[config.mk]
export PLATFORM = sky130hd
export DESIGN_NAME = serial_magnitude_comparator
export DESIGN_NICKNAME = d
export VERILOG_FILES = /design/src/rtl/serial_magnitude_comparator.sv
export SDC_FILE = /design/constraint.sdc
export NUM_CORES = 1
export LEC_CHECK = 0
export CORE_AREA = 2 2 39 41
export DETAILED_ROUTE_END_ITERATION = 6
export DIE_AREA = 0 0 41 43
export PLACE_DENSITY = 0.62
export SLEW_MARGIN = 10
export SYNTH_ARGS = -nofsm -noshare
export SYNTH_HDL_FRONTEND = slang
export SYNTH_SLANG_ARGS = --single-unit
[constraint.sdc]
create_clock -name inClk -period 2 [get_ports inClk]
set_input_delay 0.4 -clock inClk [delete_from_list [all_inputs] [get_ports inClk]]
set_output_delay 0.4 -clock inClk [all_outputs]
set_load 0.01 [all_outputs]
[src/rtl/serial_magnitude_comparator.sv]
// Bit-serial magnitude comparator: takes X/Y one bit pair per cycle
// over a valid/ready stream and reports one-hot X>Y, X==Y, X<Y.
//
// Ports:
//   inClk, inRstN       clock, async active-low reset
//   inStart             begin (or restart) a comparison
//   inValid             inBitX/inBitY hold a bit pair this cycle
//   inBitX, inBitY      serial operand bits
//   outReady            bit pair accepted this cycle when inValid
//   outBusy             comparison in progress
//   outCount            bit pairs accepted so far
//   outDone             1-cycle pulse, result flags updated
//   outBig/outSame/outSmall  result of last completed comparison
module serial_magnitude_comparator #(
  parameter int WIDTH     = 2,
  parameter bit MSB_FIRST = 1'b1,
  localparam int CW       = $clog2(WIDTH + 1)
) (
  input  logic          inClk,
  input  logic          inRstN,
  input  logic          inStart,
  input  logic          inValid,
  input  logic          inBitX,
  input  logic          inBitY,
  output logic          outReady,
  output logic          outBusy,
  output logic [CW-1:0] outCount,
  output logic          outDone,
  output logic          outBig,
  output logic          outSame,
  output logic          outSmall
);

  typedef enum logic [1:0] {
    S_IDLE,
    S_SHIFT,
    S_DONE
  } state_t;

  typedef enum logic [1:0] {
    D_EQ,
    D_GT,
    D_LT
  } dec_t;

  localparam logic [CW-1:0] LAST_IDX =
    CW'(WIDTH - 1);

  state_t        r_state;
  state_t        w_state_nxt;
  logic [CW-1:0] r_count;
  logic [CW-1:0] w_count_nxt;
  dec_t          r_dec;
  dec_t          w_dec_nxt;
  dec_t          w_dec_upd;
  dec_t          w_pair_dec;
  logic          r_big;
  logic          r_same;
  logic          r_small;

  logic          w_shift;
  logic          w_accept;
  logic          w_last;
  logic          w_diff;
  logic          w_take;

  assign w_shift  = (r_state == S_SHIFT);
  // A restart pulse wins over a pair in the
  // same cycle; that pair is dropped.
  assign w_accept = w_shift & inValid
                  & ~inStart;
  assign w_last   = w_accept
                  & (r_count == LAST_IDX);
  assign w_diff   = inBitX ^ inBitY;

  assign w_pair_dec = inBitX ? D_GT : D_LT;

  // MSB-first: the first difference decides.
  // LSB-first: the latest difference is the
  // most significant one seen, so it wins.
  assign w_take = w_accept & w_diff
                & (!MSB_FIRST || r_dec == D_EQ);

  assign w_dec_upd = w_take ? w_pair_dec
                            : r_dec;

  always_comb begin
    w_state_nxt = r_state;
    w_count_nxt = r_count;
    w_dec_nxt   = r_dec;
    unique case (r_state)
      S_IDLE: begin
        if (inStart) begin
          w_state_nxt = S_SHIFT;
          w_count_nxt = '0;
          w_dec_nxt   = D_EQ;
        end
      end
      S_SHIFT: begin
        if (inStart) begin
          w_count_nxt = '0;
          w_dec_nxt   = D_EQ;
        end else if (w_accept) begin
          w_count_nxt = r_count + 1'b1;
          w_dec_nxt   = w_dec_upd;
          if (w_last) begin
            w_state_nxt = S_DONE;
          end
        end
      end
      S_DONE: begin
        if (inStart) begin
          w_state_nxt = S_SHIFT;
          w_count_nxt = '0;
          w_dec_nxt   = D_EQ;
        end else begin
          w_state_nxt = S_IDLE;
        end
      end
      default: begin
        w_state_nxt = S_IDLE;
      end
    endcase
  end

  always_ff @(posedge inClk or negedge inRstN) begin
    if (!inRstN) begin
      r_state <= S_IDLE;
      r_count <= '0;
      r_dec   <= D_EQ;
    end else begin
      r_state <= w_state_nxt;
      r_count <= w_count_nxt;
      r_dec   <= w_dec_nxt;
    end
  end

  // Flags load with the final decision as the
  // last pair is accepted, so they are valid
  // in the DONE cycle and held afterwards.
  always_ff @(posedge inClk or negedge inRstN) begin
    if (!inRstN) begin
      r_big   <= 1'b0;
      r_same  <= 1'b0;
      r_small <= 1'b0;
    end else if (w_last) begin
      r_big   <= (w_dec_upd == D_GT);
      r_same  <= (w_dec_upd == D_EQ);
      r_small <= (w_dec_upd == D_LT);
    end
  end

  assign outReady = w_shift;
  assign outBusy  = (r_state != S_IDLE);
  assign outDone  = (r_state == S_DONE);
  assign outCount = r_count;
  assign outBig   = r_big;
  assign outSame  = r_same;
  assign outSmall = r_small;

endmodule

; ---- Yosys cells after proc, flatten, opt, wreduce, memory -nomap -nowiden
; Cells that the tools add are included.
[classes]
eq_ne = 11
mux = 15
n_addsub = 1
n_reduce_logical = 8
bitwise = 7
[ops]
columns = operator, n
row1 = two-way mux 2 bit, 11
row2 = case mux 2 bit (2 select lines), 2
row3 = == test 2 x 1 -> 1 bit (second input constant), 3
row4 = logical NOT 2 bit, 3
row5 = != test 2 x 1 -> 1 bit (second input constant), 3
row6 = case mux 2 bit (3 select lines), 1
row7 = AND 1 bit, 5
row8 = == test 2 bit (second input constant), 2
row9 = != test 2 bit (second input constant), 2
row10 = AND reduction 4 bit, 1
row11 = nonzero test 2 bit, 2
row12 = != test 3 x 2 -> 1 bit (second input constant), 1
row13 = AND reduction 3 bit, 1
row14 = adder 2 x 1 -> 2 bit (second input constant), 1
row15 = OR reduction 2 bit, 1
row16 = two-way mux 1 bit, 1
row17 = inverter 1 bit, 1
row18 = XOR 1 bit, 1
[totals]
ff_bits = 9
output_inout_bits = 8
wordCells = 48

; ---- Depth between registers and ports, before layout
[depth]
ltp_word = 9
depth_mapped = 4

; ---- Least setup slack after synthesis
; No wires, ideal clock.
[synth_path]
path_type = reg-to-reg
from = reg r_state[1]
to = reg r_big (netlist: outBig)
stages_incl_launch_ff = 5
path_slack_ps = 750
setup_time_ps = 125
required_time_ps = 1875
arrival_time_ps = 1125
path_buffers = 1
cell_sequence = dfrtp_1 > and2b_1 > buf_4 > nand3_4 > mux2_4
[synth_between]
elab_chain_len = 7
[synth_rtl]
columns = item, line
row1 = start: declaration, 49  ; state_t r_state;
row2 = start signal: assignment, 132  ; r_state <= w_state_nxt;
row3 = == test 2 x 1 -> 1 bit *, 67  ; assign w_shift = (r_state == S_SHIFT);
row4 = named net outReady, 25  ; output logic outReady,
row5 = AND 1 bit *, 70  ; assign w_accept = w_shift & inValid
row6 = AND 1 bit *, 71  ; & ~inStart;
row7 = AND 1 bit, 81  ; assign w_take = w_accept & w_diff
row8 = AND 1 bit, 82  ; & (!MSB_FIRST || r_dec == D_EQ);
row9 = two-way mux 2 bit, 84  ; assign w_dec_upd = w_take ? w_pair_dec
row10 = == test 2 x 1 -> 1 bit, 147  ; r_big <= (w_dec_upd == D_GT);
row11 = end signal: assignment, 147
row12 = end: declaration, 57  ; logic r_big;
; Mark *: on every way through the listed nets, which the timed path passes. The rest lies on a longest branch.
; A chain may end at the register's enable or synchronous reset.

; ---- Worst setup path after layout
[layout_path]
from = reg r_state[1]
to = out outReady
[layout_between]
elab_chain_len = 1
[layout_rtl]
columns = item, line
row1 = == test 2 x 1 -> 1 bit, 67
row2 = end: declaration, 25
; Every way passes these cells.

==> metrics list <==
- Status: complete, no violations
- In the finished design, the share of the clock period the worst path needs comes to a little over nine tenths.
- Across all layers, the routed design uses about 390 vias.
- In this run the power density over the cells is around 1100 nW/um^2.
- Arrival time reported for the critical path endpoint: ~1500 ps
- The completed layout was analyzed and its total power is about 740 uW.
- Final antenna diode count: 0
- Max-Cap Viols: 0
- Count of input and output buffers: 13
* Static leakage: about 0.00030 uW
* Net switching power: around 230 uW
* Ys async rst share: between 90% and 100%
* Wire length of the first global-routing pass: around 1.6 mm
- The number of clock buffers added by TritonCTS is 3.
* Worst reg2reg setup slack: ~650 ps
* Height of the chip: 43 um
- Dominant cell type by area after synthesis: dfrtp_1
- Number of standard cells after synthesis: 46
- In the routed design, unresolved DRC markers number 0.
- Critical register-to-register path endpoint: outSmall
* Internal power: between 500 and 600 uW
- Clock-pin slew was measured on the worst setup and hold paths at 60 ps.
- Hold/Removal Path Class: in2async
* Unrepaired setup endpoints after global routing: false
- After global routing the overflow that remains totals 0.
- Worst-case clock skew: 4.43 ps
* Maximum clock frequency: between 500 and 600 MHz
* Effective utilization at floorplan: 35.0%
* Top flip-flop cell by instance count after synthesis: dfrtp_1
- Number of buffers on the longest clock path: 2
- Mapped Area: slightly below 500 sq um
- The clock reaches the later pin of the worst-skew pair after approximately 250 ps.
- Worst Setup Start Kind: register
- After detailed routing, the average wire length per cell comes to about 12 um.
* Most area-consuming cells after synthesis: dfrtp_1, mux2_4, nand2b_1
- Subtracting the final worst setup slack from the clock period gives around 1900 ps.
* Pin count of the biggest net entering global routing: 10
* CTS tree: built
* Worst vdd rail ir drop: around 0.5 mV
* CP max FO: 7
- In the final timing run, aggregate negative setup slack is 0 ps.
- The number of nets in the synthesized netlist is 53.
- Area of the core region: approximately 1400 sq um
* Antenna violations before repair: 0
- Critical path endpoint category: primary output
* Share of post-route cells with drive strength above 1: 17.2%
* Avg Vias per Cell: 4.91
- Die outline width: 41 um
- In this run, post-CTS hold repair placed 0 buffers.
- Net switching is between 30% and 40% of the power.
* Number of placement rows: 14
* Part of the power in registers: a little under two fifths
- Final number of hold-violating endpoints: 0
- First-pass DRT Iterations: 3
- Maximum level of the CTS H-tree: 1
- The congestion estimate from routability-driven global placement came to roughly 0.7.
- Post-synthesis to final-layout area growth: 38.5%
- Total number of yosys warnings: 0
- For this block, the initial DRC count from the detailed router was 2.
* Clock Root Buffer: clkbuf_4
* Final setup violation count: 0
- I/O pin total: 14
- Vias in the first global route: 398
* Detailed Route WL: about 940 um
- The netlist uses 18 different library cells.
- The die covers between 1500 and 2000 sq um.
* Fraction of post-synthesis cell area in the top cell type by area: between 40% and 50%
- Measured against its own limit, the worst slew margin works out to between 70% and 80%.
- For this design, the sink count on the clock tree is 9.
- The number of cells on the worst reg-to-reg path is 4.
* Final Max Slew Viols: 0
* Count of state elements after synthesis: 9
- Critical path start-end classification: reg2out
- Logic pwr share: between 40 and 50%
- The worst register-to-register path begins at r_state[1].
- Data on the critical path is required at its endpoint by 1600 ps.
* Detailed placer's ending HPWL: between 700 and 800 um
- Register area share after synthesis: ~47%
- Once detail routing completed, the nets flagged for antenna violations numbered 0.
* Average cell area after synthesis: approximately 11 sq um
- The clock network is responsible for a little under a fifth of the overall power.
- Final #Nets: 72
- Total routing resource utilization after global routing: between 10% and 20%
- Yosys mapped a number of flops with a built-in enable equal to 0.
- Slew @ Worst Pin: 414 ps
==> metrics by stage <==
step / utilization, % / cells / instance area (sq um) / setup slack, ps / hold slack, ps
3_5_place_dp: 45.3 / 74 / 627 / 243 / 507
4_1_cts: 47.3 / 78 / 654 / 34.6 / 456
2_1_floorplan: - / 46 / 484 / 750 / 104
6_report: 48.5 / 80 / 671 / 105 / 443
3_3_place_gp: 45.3 / 74 / 627 / 246 / 505
5_1_grt: 48.5 / 80 / 671 / 40.9 / 466
==> per-layer routing <==
metal / routed length (um) / track usage [%] / vias to the layer above
li1: - / - / 197
met1: 417 / 18.0 / 186
met2: 449 / 18.8 / 8
met3: 55 / 3.14 / 2
met4: 13 / 10.0 / 0
met5: 0 / 0 / -
==> timing repair <==
action | 4_1_cts | 5_1_grt
setup endpoints to repair | 1 | 1
pin swaps | 0 | 0
cloned | 0 | 0
buffers inserted | 0 | 2
gates resized for setup | 1 | 1
hold endpoints to repair | 0 | 0
==> flip-flops by register name, indices dropped and copies added (netlist names) <==
| name | flops |
|---|---|
| outCount | 2 |
| r_dec | 2 |
| r_state | 2 |
| outBig | 1 |
| outSame | 1 |
| outSmall | 1 |
==> worst max-delay path: stages (launching register included) <==
cell	delay [ps]
dfrtp_1	430
and2b_4	280
clkdlybuf4s50_1	530
==> worst max-delay path by stage <==
stage,startpoint,endpoint,slack [ps],depth (start not counted)
after CTS,r_state[1],outReady,30,2
after global placement,r_state[1],outReady,250,2
after global routing,r_state[0],outBusy,40,2
after detailed placement,r_state[1],outReady,240,2
after floorplan,r_state[1],outBig,750,4
final,r_state[1],outReady,100,2
==> power by group through the flow <==
stage	Sequential (uW)	Clock, uW	Combinational [uW]
2_1_floorplan	288	0	152
3_3_place_gp	283	0	292
3_5_place_dp	284	0	291
6_report	278	136	325
4_1_cts	280	144	296
5_1_grt	290	152	358
==> cells in the final DEF, fill, tap and decap left out, drive strengths merged, types with 2 or more instances in the layout <==
cell,Yosys,routed
clkdlybuf4s50,0,13
dfrtp,9,9
inv,5,5
nand2b,4,4
a21oi,4,4
nand2,4,4
clkbuf,0,4
mux2,3,3
nand3,3,3
nor3,2,2
a22o,2,2
o311ai,2,2
buf,1,2
and2b,2,2
==> logic make-up (layout without fill, tap and decap cells) <==
family / after synthesis / in the layout / synth area share, %
multiplexers: 3 / 3 / 9.30
buffers and inverters: 6 / 24 / 5.43
adder cells (fa/ha/maj): 1 / 1 / 2.58
flip-flops: 9 / 9 / 46.5
AO/OA/AOI/OAI: 9 / 9 / 12.7
AND/OR/NAND/NOR: 18 / 18 / 23.5
==> area by class of cell <==
type,count,area (sq um)
clock buffers,4,26.3
inverters,5,18.8
fillers,143,713
flip-flops and latches,9,225
repair buffers,15,145
multi-input cells,31,235
well taps,16,20.0
==> synthesized netlist by cell type, types with 2 or more instances <==
library cell  n
dfrtp_1       9
inv_1         5
a21oi_1       4
nand2_1       4
nand2b_1      4
mux2_4        3
a22o_1        2
and2b_1       2
nand3_1       2
nor3_1        2
o311ai_0      2
(Power assumes the default switching activity.)
